<file path="config.mk">
export PLATFORM = sky130hd
export DESIGN_NAME = l1_spike_trace_encoder_flat
export DESIGN_NICKNAME = d
export VERILOG_FILES = /design/src/rtl/l1_spike_trace_encoder_pkg.sv /design/src/rtl/l1_spike_trace_encoder_if.sv /design/src/rtl/l1_event_fifo.sv /design/src/rtl/l1_spike_trace_encoder.sv /design/src/flat_wrapper.sv
export SDC_FILE = /design/constraint.sdc
export NUM_CORES = 1
export LEC_CHECK = 0
export CAP_MARGIN = 20
export CORE_MARGIN = 2
export CORE_UTILIZATION = 53
export DETAILED_ROUTE_END_ITERATION = 6
export GPL_ROUTABILITY_DRIVEN = 0
export HOLD_SLACK_MARGIN = 0.15
export PLACE_DENSITY = 0.85
export SLEW_MARGIN = 10
export SYNTH_ARGS = -nofsm -noshare
export SYNTH_HDL_FRONTEND = slang
export SYNTH_SLANG_ARGS = --single-unit
</file>
<file path="constraint.sdc">
create_clock -name i_clk -period 3.36 [get_ports i_clk]
set_input_delay 0.672 -clock i_clk [delete_from_list [all_inputs] [get_ports i_clk]]
set_output_delay 0.672 -clock i_clk [all_outputs]
set_load 0.005 [all_outputs]
</file>
<file path="src/rtl/l1_spike_trace_encoder_pkg.sv">
// Shared ODESA helpers: full-scale trace value, trace slice offsets and clog2.
package l1_spike_trace_encoder_pkg;

  // Ceiling log2, usable in parameter and port-width expressions
  function automatic int clog2(input int value);
    int r;
    r = 0;
    while ((1 << r) < value) r++;
    return r;
  endfunction

  // Full-scale trace value for a given fractional width
  function automatic int tmax(input int width);
    return 1 << width;
  endfunction

  // Low bit of the slice holding neuron k (k counts from 1) in a packed trace bus
  function automatic int trace_lo(input int k, input int width);
    return (k - 1) * (width + 1);
  endfunction

endpackage

</file>
<file path="src/rtl/l1_spike_trace_encoder_if.sv">
// Event handshake between the trace encoder and the serial downstream layer.
interface l1_spike_trace_encoder_if #(
  parameter int p_n = 6
);
  logic [p_n-1:0] o_event;
  logic           o_las;
  logic           o_valid;
  logic           i_ready;

  modport master (output o_event, output o_las, output o_valid, input i_ready);
  modport slave  (input o_event, input o_las, input o_valid, output i_ready);
endinterface

</file>
<file path="src/rtl/l1_event_fifo.sv">
// Small synchronous event FIFO; a push into a full FIFO only succeeds when a pop frees a slot.
module l1_event_fifo
  import l1_spike_trace_encoder_pkg::*;
#(
  parameter int p_data_width = 7,
  parameter int p_depth      = 4
) (
  input  logic                    i_clk,
  input  logic                    i_rst,
  input  logic                    i_push,
  input  logic [p_data_width-1:0] i_data,
  input  logic                    i_pop,
  output logic [p_data_width-1:0] o_data,
  output logic                    o_full,
  output logic                    o_empty,
  output logic                    o_drop,
  output logic [clog2(p_depth):0] o_level
);

  localparam int AW = clog2(p_depth);
  localparam int LW = AW + 1;
  localparam logic [LW-1:0] DEPTH_V = LW'(p_depth);

  logic [p_data_width-1:0] mem [p_depth];
  logic [AW-1:0]           wr_ptr;
  logic [AW-1:0]           rd_ptr;
  logic [LW-1:0]           count;
  logic                    do_push;
  logic                    do_pop;

  assign o_empty = (count == '0);
  assign o_full  = (count == DEPTH_V);
  assign do_pop  = i_pop && !o_empty;
  assign do_push = i_push && (!o_full || do_pop);
  assign o_drop  = i_push && o_full && !do_pop;
  assign o_data  = o_empty ? '0 : mem[rd_ptr];
  assign o_level = count;

  // Storage write; contents need no reset because the count masks stale entries
  always_ff @(posedge i_clk) begin
    if (do_push) mem[wr_ptr] <= i_data;
  end

  // Pointers wrap naturally at the power-of-two depth; count tracks occupancy
  always_ff @(posedge i_clk) begin
    if (i_rst) begin
      wr_ptr <= '0;
      rd_ptr <= '0;
      count  <= '0;
    end else begin
      if (do_push) wr_ptr <= wr_ptr + 1'b1;
      if (do_pop)  rd_ptr <= rd_ptr + 1'b1;
      case ({do_push, do_pop})
        2'b10:   count <= count + 1'b1;
        2'b01:   count <= count - 1'b1;
        default: count <= count;
      endcase
    end
  end

endmodule

</file>
<file path="src/rtl/l1_spike_trace_encoder.sv">
// Turns L1 spikes into decaying time-surface traces and queues tagged spike events.
module l1_spike_trace_encoder
  import l1_spike_trace_encoder_pkg::*;
#(
  parameter int p_width      = 9,
  parameter int p_n          = 6,
  parameter int p_prescale   = 16,
  parameter int p_decay_step = 4,
  parameter int p_fifo_depth = 4
) (
  input  logic                         i_clk,
  input  logic                         i_rst,
  input  logic [p_n-1:0]               i_spike,
  input  logic                         i_las,
  output logic [p_n*(p_width+1)-1:0]   o_tr,
  output logic                         o_overflow,
  output logic [clog2(p_fifo_depth):0] o_level,
  l1_spike_trace_encoder_if.master     evt
);

  localparam int TW  = p_width + 1;
  localparam int PSW = (p_prescale > 1) ? clog2(p_prescale) : 1;
  localparam logic [TW-1:0]  TMAX_V  = TW'(tmax(p_width));
  localparam logic [TW-1:0]  STEP_V  = TW'(p_decay_step);
  localparam logic [PSW-1:0] PS_LAST = PSW'(p_prescale - 1);

  logic [PSW-1:0] presc;
  logic           decay_tick;
  logic [TW-1:0]  trace [p_n];
  logic [p_n:0]   head;
  logic           drop;

  assign decay_tick = (presc == PS_LAST);

  // Prescaler sets the decay rate: one decay step every p_prescale cycles
  always_ff @(posedge i_clk) begin
    if (i_rst)           presc <= '0;
    else if (decay_tick) presc <= '0;
    else                 presc <= presc + 1'b1;
  end

  // Per-neuron trace: a spike reloads full scale, a decay tick lowers it without wrapping
  always_ff @(posedge i_clk) begin
    if (i_rst) begin
      for (int k = 0; k < p_n; k++) trace[k] <= '0;
    end else begin
      for (int k = 0; k < p_n; k++) begin
        if (i_spike[k])      trace[k] <= TMAX_V;
        else if (decay_tick) trace[k] <= (trace[k] >= STEP_V) ? trace[k] - STEP_V : '0;
      end
    end
  end

  // Pack the trace array onto the output bus, neuron 1 in the lowest slice
  for (genvar g = 0; g < p_n; g++) begin : g_tr
    assign o_tr[trace_lo(g + 1, p_width) +: TW] = trace[g];
  end

  l1_event_fifo #(
    .p_data_width(p_n + 1),
    .p_depth     (p_fifo_depth)
  ) u_fifo (
    .i_clk  (i_clk),
    .i_rst  (i_rst),
    .i_push (|i_spike),
    .i_data ({i_spike, i_las}),
    .i_pop  (evt.i_ready),
    .o_data (head),
    .o_full (),
    .o_empty(),
    .o_drop (drop),
    .o_level(o_level)
  );

  assign evt.o_event = head[p_n:1];
  assign evt.o_las   = head[0];
  assign evt.o_valid = (o_level != '0);

  // Sticky record that at least one event was lost to a full FIFO
  always_ff @(posedge i_clk) begin
    if (i_rst)     o_overflow <= 1'b0;
    else if (drop) o_overflow <= 1'b1;
  end

endmodule
</file>
<file path="src/flat_wrapper.sv">
// flat-port wrapper written by rule: the top's interface ports become plain ports
module l1_spike_trace_encoder_flat import l1_spike_trace_encoder_pkg::*;
#(
  parameter int p_width      = 9,
  parameter int p_n          = 6,
  parameter int p_prescale   = 16,
  parameter int p_decay_step = 4,
  parameter int p_fifo_depth = 4
)
  (i_clk, i_rst, i_spike, i_las, o_tr, o_overflow, o_level, evt_o_event, evt_o_las, evt_o_valid, evt_i_ready);
  l1_spike_trace_encoder_if #(.p_n(p_n)) evt_i ();
  input  logic i_clk;
  input  logic i_rst;
  input  logic [p_n-1:0] i_spike;
  input  logic i_las;
  output logic [p_n*(p_width+1)-1:0] o_tr;
  output logic o_overflow;
  output logic [clog2(p_fifo_depth):0] o_level;
  output wire logic [$bits(evt_i.o_event)-1:0] evt_o_event;
  output wire logic [$bits(evt_i.o_las)-1:0] evt_o_las;
  output wire logic [$bits(evt_i.o_valid)-1:0] evt_o_valid;
  input wire logic [$bits(evt_i.i_ready)-1:0] evt_i_ready;
  assign evt_o_event = evt_i.o_event;
  assign evt_o_las = evt_i.o_las;
  assign evt_o_valid = evt_i.o_valid;
  assign evt_i.i_ready = evt_i_ready;
  l1_spike_trace_encoder #(.p_width(p_width), .p_n(p_n), .p_prescale(p_prescale), .p_decay_step(p_decay_step), .p_fifo_depth(p_fifo_depth)) u_core (.i_clk(i_clk), .i_rst(i_rst), .i_spike(i_spike), .i_las(i_las), .o_tr(o_tr), .o_overflow(o_overflow), .o_level(o_level), .evt(evt_i));
endmodule
</file>
### Word-level counts from Yosys, hierarchy flattened

Memories as Yosys holds them, arrays and structs flattened. A register that Yosys moved wholly into a read port is not among the register bits.
Index checks and enable logic that the tools add are counted.

| cells by class | value |
|---|---|
| $add $sub $neg | 11 |
| $lt $le $gt $ge | 6 |
| eq/ne operators | 4 |
| multiplexer cells | 63 |
| bitwise gates (word level) | 12 |
| reduce and logical (&&, ||, !) cells | 13 |

Operator list:

| kind | count |
|---|---|
| 10-bit 2-to-1 mux | 18 |
| 10-bit by 3-bit greater-or-equal comparator with 1-bit output (second input constant) | 6 |
| 10-bit by 3-bit subtractor with 10-bit output (second input constant) | 6 |
| 1-bit 2-to-1 mux | 41 |
| 1-bit bitwise OR | 12 |
| 7-bit 2-to-1 mux | 1 |
| 3-bit case mux with 2 select lines | 1 |
| 6-bit OR reduction | 1 |
| 2-bit by 1-bit adder with 2-bit output (second input constant) | 2 |
| 4-bit by 1-bit adder with 4-bit output (second input constant) | 1 |
| 4-bit == test (second input constant) | 1 |
| 1-bit logical AND | 4 |
| 2-bit 2-to-1 mux | 2 |
| 3-bit by 1-bit adder with 3-bit output (second input constant) | 1 |
| 3-bit == test (second input constant) | 1 |
| 1-bit zero test | 3 |
| 3-bit zero test | 1 |
| 3-bit nonzero test | 1 |
| 3-bit by 1-bit subtractor with 3-bit output (second input constant) | 1 |
| 2-bit by 1-bit == test with 1-bit output (second input constant) | 1 |
| 2-bit == test (second input constant) | 1 |
| 2-bit nonzero test | 1 |
| 2-bit OR reduction | 1 |
| 1-bit logical OR | 1 |

| word-level totals | value |
|---|---|
| register bits | 12 |
| memory bits (writable) | 88 |
| input bits | 10 |
| output and inout port bits | 72 |
| word-level logic and storage cells | 116 |
| memories | 2 |

Memory list:

| name | words | width | read ports | clocked after memory_dff | wr ports | RTL line | RTL |
|---|---|---|---|---|---|---|---|
| u_core.trace | 6 | 10 | 6 | 0 | 6 | l1_spike_trace_encoder.sv:29 | `logic [TW-1:0] trace [p_n];` |
| u_core.u_fifo.mem | 4 | 7 | 1 | 1 | 1 | l1_event_fifo.sv:24 | `logic [p_data_width-1:0] mem [p_depth];` |

### Depth between registers and ports, before layout

Gate-level depths: netlist (run 1).

| logic depth | value |
|---|---|
| depth in word-level cells | 7 |
| mapped depth | 7 |

### Cells and area by module

A second synthesis (run 1) with hierarchy kept.

| second synthesis, totals | value |
|---|---|
| cells, all modules | 364 |
| area total of the unflattened synthesis | 4533.1 um^2 |

Modules (own cells, without submodules):

| module | instances | cells each | area each (um^2) | sequential area each (um^2) |
|---|---|---|---|---|
| l1_spike_trace_encoder | 1 | 265 | 2967.8 | 1541.5 |
| l1_event_fifo | 1 | 99 | 1565.3 | 1021.0 |

### Least setup slack after synthesis (run 1)

No wires, ideal clock.

| timing path | value |
|---|---|
| path type | in2reg |
| start point | input port i_spike[1] |
| end point | register u_core.u_fifo.count[2], in the netlist u_core.u_fifo.o_level[2] |
| library setup time | 0.093 ns |
| data arrival time | 2.549 ns |
| data required time | 3.267 ns |
| setup slack | 0.718 ns |
| stages on the path | 6 |
| path buffers | 0 |
| path through | or4_4 > nor3_4 > nand3_1 > fa_1 > or4_1 > o311ai_2 |

| on the way | value |
|---|---|
| word-level cells in the longest chain between the ends | 4 |
| elaborated cells between the ends (all ways) | 6 |
| classes of those cells | eq/ne: 2; mux: 1; reduce/logical: 3 |

RTL lines:

| element | RTL line | RTL |
|---|---|---|
| start: declaration | flat_wrapper.sv:14 | `input logic [p_n-1:0] i_spike;` |
| 6-bit OR reduction * | l1_spike_trace_encoder.sv:65 | `.i_push (\|i_spike),` |
| 1-bit logical AND * | l1_event_fifo.sv:34 | `assign do_push = i_push && (!o_full \|\| do_pop);` |
| 2-bit by 1-bit == test with 1-bit output or 2-bit == test (tied branches) | l1_event_fifo.sv:53 | `case ({do_push, do_pop})` |
| 3-bit case mux with 2 select lines or 2-bit nonzero test (tied branches) | - |  |
| end signal: assignment | l1_event_fifo.sv:54 | `2'b10: count <= count + 1'b1;` |
| end signal: assignment | l1_event_fifo.sv:55 | `2'b01: count <= count - 1'b1;` |
| end signal: assignment | l1_event_fifo.sv:56 | `default: count <= count;` |
| end: declaration | l1_event_fifo.sv:27 | `logic [LW-1:0] count;` |

Mark *: on every way between the ends. The rest lies on a longest branch, timed or not.
A chain may end at the register's enable or synchronous reset.

### Final worst setup path (run 1)

Same ends and word-level chain as after synthesis.

==> flow_metrics.env, run 1 <==
export IMPL_clkPwrFrac=0.254
export IMPL_crit_buf_inv=1
export IMPL_drt_initial_drc_count=130
export IMPL_cp_depth=8
export IMPL_io_pins=82
export IMPL_post_place_ws_ps=120
export IMPL_vias=3115
export IMPL_rsz0062_at_grt="no"
export IMPL_end_kind="flop"
export IMPL_clkTransAtPathRegs_ps=80
export IMPL_die_x_um=96.7
export IMPL_rr_startpoint="u_core.u_fifo.o_level[2]"
export IMPL_ys_seq_elements=90
export IMPL_syn_inst=381
export IMPL_drive_above_1_share=0.0815
export IMPL_placed_cells=555
export IMPL_finalCritPeriodShare=0.878
export IMPL_nNetsFinal=489
export IMPL_yosysWarnings=0
export IMPL_tightest_slew_ps=847
export IMPL_cts_buffers=9
export IMPL_ant_nets=0
export IMPL_slowest_delay_ps=600
export IMPL_core_area_sq_um=8260
export IMPL_synth_top_cells_by_count="76 x edfxtp_1, 64 x nor2_1, 26 x inv_1, 24 x xnor2_1, 21 x nand2_1"
export IMPL_timing_final_ws_setup_ps=411
export IMPL_seq_area_sq_um=2560
export IMPL_first_global_vias=3119
export IMPL_port_buffers=69
export IMPL_clock_latency_ps=340
export IMPL_firstDrtPassIters=4
export IMPL_grt_antenna_before_repair=0
export IMPL_ir_worst_vdd_v=0.000262
export IMPL_power_density_nw_per_um2=527
export IMPL_die_area_sq_um=9350
export IMPL_reg2reg_slack_ps=1100
export IMPL_diodes=0
export IMPL_switchingPower_uw=785
export IMPL_drcViolationCount=0
export IMPL_drv_cap=0
export IMPL_yosysMostFrequentCell="edfxtp_1"
export IMPL_synth_cell_types=47
export IMPL_cts_sinks=90
export IMPL_dp_hpwl_um=6590
export IMPL_p_seq_frac=0.500
export IMPL_rows=33
export IMPL_wl_per_cell_um=15.7
export IMPL_routed_wl_um=8940
export IMPL_p_leak_uw=0.00206
export IMPL_reg2reg_to="u_core.u_fifo.o_level[2]"
export IMPL_layout_cells_non_filler=571
export IMPL_tns_ps=0
export IMPL_netlist_top_cells_area="edfxtp_1 50%, dfxtp_1 6.2%, nor2_1 5.3%"
export IMPL_cts_buffer_depth=2
export IMPL_period_needed_ps=2950
export IMPL_fmax_mhz=339
export IMPL_cts_root_buf="clkbuf_8"
export IMPL_cp_cell_sequence="clkdlybuf4s50_1 -> or4_4 -> nor3_4 -> nand3_1 -> fa_1 -> a211oi_1 -> a41oi_1 -> o311ai_2"
export IMPL_slew_headroom=0.433
export IMPL_worstSetupEndpoint="u_core.u_fifo.o_level[2]"
export IMPL_min_path_cells=1
export IMPL_ys_flop_type="edfxtp_1"
export IMPL_area_growth_pct=21.8
export IMPL_finalClockSkew_ps=10.5
export IMPL_final_fill_count=629
export IMPL_cts_tree="built"
export IMPL_cts_resized=0
export IMPL_multi_input_area_sq_um=1810
export IMPL_ys_seq_area_frac=0.563
export IMPL_synth_edf_count=76
export IMPL_post_cts_buffers=0
export IMPL_netlist_area_sq_um=4550
export IMPL_crit_type="in2reg"
export IMPL_finalHoldViolCount=0
export IMPL_setup_violations=0
export IMPL_start_kind="input pin"
export IMPL_htree_levels=3
export IMPL_crit_start="i_spike[1]"
export IMPL_grt_overflow=0
export IMPL_p_sw_frac=0.268
export IMPL_hp_class="reg2reg"
export IMPL_grt_max_degree=15
export IMPL_hold_buffers=0
export IMPL_drv_slew=0
export IMPL_syn_avg_cell_area_sq_um=12.0
export IMPL_chipHeight_um=96.7
export IMPL_cp_slowest_cell="or4_4"
export IMPL_critPathArrivalTime_ps=3200
export IMPL_initial_core_util=0.551
export IMPL_pwr_share_comb=0.246
export IMPL_rr_worst_depth=6
export IMPL_drt_vias_per_instance=5.46
export IMPL_grt_use_total=0.196
export IMPL_cp_required_ps=3610
export IMPL_status="finished, final reports clean"
export IMPL_yosys_area_top_type="edfxtp_1"
export IMPL_internal_power_uw=2140
export IMPL_cp_max_fo=5
export IMPL_path_delay_family="simple AND/OR/NAND/NOR gates"
export IMPL_synth_top_area_frac=0.501
export IMPL_grt_first_pass_wirelength_um=15000
export IMPL_synth_async_sr_flop_share=0
[power by group through the flow]
| stage | registers, uW | clock network [uW] | logic, uW |
|---|---|---|---|
| after global routing | 1480 | 796 | 788 |
| after floorplan | 1440 | 0 | 442 |
| after CTS | 1460 | 762 | 724 |
| after detailed placement | 1490 | 0 | 719 |
| final | 1460 | 744 | 718 |
| after global placement | 1480 | 0 | 695 |
[metrics by stage]
stage / hold WS (ps) / util / area (sq um) / total power (uW)
finish: 470 / 0.672 / 5550 / 2920
global placement: 441 / 0.647 / 5340 / 2170
detailed placement: 450 / 0.647 / 5340 / 2210
CTS: 466 / 0.672 / 5550 / 2950
global route: 500 / 0.672 / 5550 / 3070
floorplan: 420 / - / 4590 / 1880
[final cells by class]
type | count | share of cell area
sequential | 90 | 0.462
timing repair buffer | 76 | 0.134
inverter | 26 | 0.0176
tap | 105 | 0.0237
multi-input combinational | 258 | 0.326
clock buffer | 13 | 0.0286
clock inverter | 3 | 0.00857
[cells in the final DEF, fill, tap and decap left out, types with 2 or more instances in the layout]
master	count
mux4_2	7
nand2_1	21
nor4_1	8
ha_1	17
clkbuf_8	11
a31oi_1	3
o21ai_0	2
inv_1	26
clkinv_4	2
nor4b_1	4
o22ai_1	6
dfxtp_1	14
or3_1	3
xor2_1	12
nor3b_1	3
nor2_1	64
nor3_1	10
nand3_1	4
nand2b_1	7
nor4_4	2
or4_1	3
clkbuf_1	2
xnor2_1	24
a311o_1	5
buf_4	7
mux2i_1	3
and2_1	13
conb_1	12
clkdlybuf4s50_1	69
edfxtp_1	76
a21oi_1	9
[logic make-up after synthesis]
group                      Yosys count  share of synthesized area
xor gates and xnor gates            36                     0.0692
muxes                               10                     0.0412
adders and majority gates           18                     0.0511
DFF                                 90                      0.563
other                                1                   0.000824
and+or+nand+nor                    147                      0.167
buffers and inverters               44                     0.0497
AOI/OAI and AO/OA                   35                     0.0583
[registers in the layout, summed over array words and instances, names as in the netlist, named ones only]
name,cells
u_core.u_fifo.o_level,3
u_core.u_fifo.mem,28
u_core.u_fifo.rd_ptr,2
u_core.trace,48
u_core.o_overflow,1
u_core.u_fifo.wr_ptr,2
u_core.presc,4
[routing by layer]
metal | global-route usage | wire, um | vias to the layer above
met5 | 0 | 0 | -
met4 | 0.0639 | 121 | 0
met3 | 0.0419 | 395 | 14
met2 | 0.335 | 4480 | 75
met1 | 0.251 | 3940 | 1529
li1 | - | - | 1497
[worst min-delay path by stage]
stage / slack, ps / to / from
after detailed placement: 450 / u_core.presc[0] / u_core.presc[0]
after global routing: 500 / u_core.presc[0] / u_core.presc[0]
after CTS: 470 / u_core.presc[0] / u_core.presc[0]
final: 470 / u_core.presc[0] / u_core.presc[0]
after global placement: 440 / u_core.presc[0] / u_core.presc[0]
after floorplan: 420 / u_core.presc[0] / u_core.presc[0]
Power figures use the tool's default switching activity.
==> run 2: changes to the inputs <==
Settings changed: CORE_UTILIZATION 53 to 45, PLACE_DENSITY 0.85 to 0.75.
==> run 2 against run 1 <==
  * First-iteration DRC count shrank 26%
  * Combinational power is essentially flat
  * Global-route usage shrank 3.0 points
  * Clock skew shrank 1.0 ps
  * Clock power shrank 12%
  * Routed wire length grew 0.11%
  * Critical path type unchanged
  * Critical endpoint unchanged
  * Largest power group unchanged
==> flow_metrics.env, run 2 (synthesized netlist as in run 1, its figures left out) <==
export IMPL_status="finished, final reports clean"
export IMPL_fin_area_sq_um=5550
export IMPL_grt_max_degree=15
export IMPL_grt_use_total=0.167
export IMPL_crit_type="in2reg"
export IMPL_ant_nets=0
export IMPL_critPathArrivalTime_ps=3200
export IMPL_htree_levels=3
export IMPL_clkPwrFrac=0.231
export IMPL_cp_required_ps=3610
export IMPL_hold_buffers=0
export IMPL_switchingPower_uw=798
export IMPL_drv_slew=0
export IMPL_cts_resized=0
export IMPL_reg_top3="u_core.trace: 48 flops, u_core.u_fifo.mem: 28 flops, u_core.presc: 4 flops"
export IMPL_use_met2=0.285
export IMPL_cts_root_buf="clkbuf_8"
export IMPL_cts_buffer_depth=2
export IMPL_drt_vias_per_instance=5.15
export IMPL_clock_latency_ps=350
export IMPL_end_kind="flop"
export IMPL_firstDrtPassIters=4
export IMPL_p_leak_uw=0.00203
export IMPL_placedInstanceArea_sq_um=5380
export IMPL_start_kind="input pin"
export IMPL_power_density_nw_per_um2=511
export IMPL_drv_cap=0
export IMPL_seq_area_sq_um=2560
export IMPL_hp_class="reg2reg"
export IMPL_cp_max_fo=5
export IMPL_tightest_slew_ps=853
export IMPL_internal_power_uw=2040
export IMPL_pwr_share_comb=0.254
export IMPL_holdPathEnd="u_core.presc[0]"
export IMPL_die_x_um=105
export IMPL_post_cts_buffers=0
export IMPL_initial_core_util=0.464
export IMPL_drt_initial_drc_count=96
export IMPL_grt_antenna_before_repair=0
export IMPL_diodes=0
export IMPL_routed_wl_um=8950
export IMPL_rsz0062_at_grt="no"
export IMPL_fmax_mhz=338
export IMPL_largest_register_ffs=48
export IMPL_ir_worst_vdd_v=0.000208
export IMPL_finalHoldViolCount=0
export IMPL_busiest_layer="met2"
export IMPL_rr_worst_depth=6
export IMPL_cts_sinks=90
export IMPL_port_buffers=69
export IMPL_layout_commonest_cell="edfxtp_1"
export IMPL_multi_input_area_sq_um=1810
export IMPL_finalCritPeriodShare=0.880
export IMPL_rr_startpoint="u_core.u_fifo.o_level[2]"
export IMPL_final_cell_mix="76 x edfxtp_1, 69 x clkdlybuf4s50_1, 64 x nor2_1, 26 x inv_1, 24 x xnor2_1"
export IMPL_period_needed_ps=2960
export IMPL_drive_above_1_share=0.0794
export IMPL_hold_ws_ps=450
export IMPL_core_area_sq_um=9820
export IMPL_nNetsFinal=489
export IMPL_die_area_sq_um=10900
export IMPL_hold_start="u_core.presc[0]"
export IMPL_wl_per_cell_um=14.9
export IMPL_clkTransAtPathRegs_ps=80
export IMPL_cts_buffers=9
export IMPL_area_growth_pct=21.8
export IMPL_min_path_cells=1
export IMPL_setup_violations=0
export IMPL_layout_cells_non_filler=599
export IMPL_chipHeight_um=105
export IMPL_reg2reg_slack_ps=1030
export IMPL_final_fill_count=840
export IMPL_tns_ps=0
export IMPL_grt_first_pass_wirelength_um=14600
export IMPL_cts_tree="built"
export IMPL_placed_cells=583
export IMPL_dp_hpwl_um=6550
export IMPL_slew_headroom=0.429
export IMPL_use_met1=0.205
export IMPL_drcViolationCount=0
export IMPL_finalClockSkew_ps=9.46
export IMPL_p_sw_frac=0.282
export IMPL_io_pins=82
export IMPL_grt_overflow=0
export IMPL_top_register="u_core.trace"
export IMPL_vias=3085
export IMPL_first_global_vias=3062
export IMPL_p_seq_frac=0.515
export IMPL_rows=36
export IMPL_met3_usage=0.0405
export IMPL_reg2reg_to="u_core.u_fifo.o_level[2]"
-- run 2: cell count changes in the layout (fill, tap and decap cells not counted) --
cell	delta
clkinv_4	-2
bufinv_16	-1
clkbuf_1	-1
clkbuf_8	-1
clkinvlp_4	+3
clkinv_1	+2
-- run 2: final cells by class --
type,count,area share
multi-input cells,258,0.326
repair buffers,76,0.134
flip-flops and latches,90,0.462
inverters,26,0.0176
clock inverters,5,0.00541
well taps,133,0.0300
clock buffers,11,0.0255
-- run 2: power by group through the flow --
stage / registers (uW) / clock network (uW) / logic [uW]
after detailed placement: 1490 / 0 / 726
after CTS: 1460 / 677 / 730
final: 1460 / 655 / 721
after floorplan: 1440 / 0 / 442
after global placement: 1480 / 0 / 700
after global routing: 1480 / 718 / 793
-- run 2: how the worst max path moves through the flow --
stage | start | endpoint | cells past startpoint
2_1_floorplan | i_spike[1] | u_core.u_fifo.o_level[2] | 6
3_3_place_gp | i_spike[3] | u_core.u_fifo.o_level[2] | 7
3_5_place_dp | i_spike[1] | u_core.u_fifo.o_level[2] | 8
4_1_cts | i_spike[1] | u_core.u_fifo.o_level[2] | 8
5_1_grt | i_spike[1] | u_core.u_fifo.o_level[2] | 8
6_report | i_spike[1] | u_core.u_fifo.o_level[2] | 8
-- run 2: per-stage QoR --
step / power, uW / setup slack, ps / utilization
after floorplan: 1880 / 718 / -
after global placement: 2180 / 159 / 0.547
after detailed placement: 2210 / 52.6 / 0.547
after CTS: 2870 / 426 / 0.565
after global routing: 2990 / 356 / 0.565
final: 2830 / 403 / 0.565
-- run 2: per-layer routing --
layer  wire, um  vias to the layer above
li1           -                     1499
met1       4070                     1498
met2       4340                       76
met3        433                       12
met4        108                        0
met5          0                        -
-- run 2: worst max-delay path, cell delays in order --
cell and delay (ps):
clkdlybuf4s50_1 440, or4_4 590, nor3_4 210, nand3_1 130, fa_1 450, a211oi_1 310
a41oi_1 120, o311ai_2 290
==> run 3: changes to the inputs <==
Settings changed: SLEW_MARGIN 10 to not set.
==> results of run 3 <==
Same layout as run 2: the final DEF is identical, and so are final timing and power.
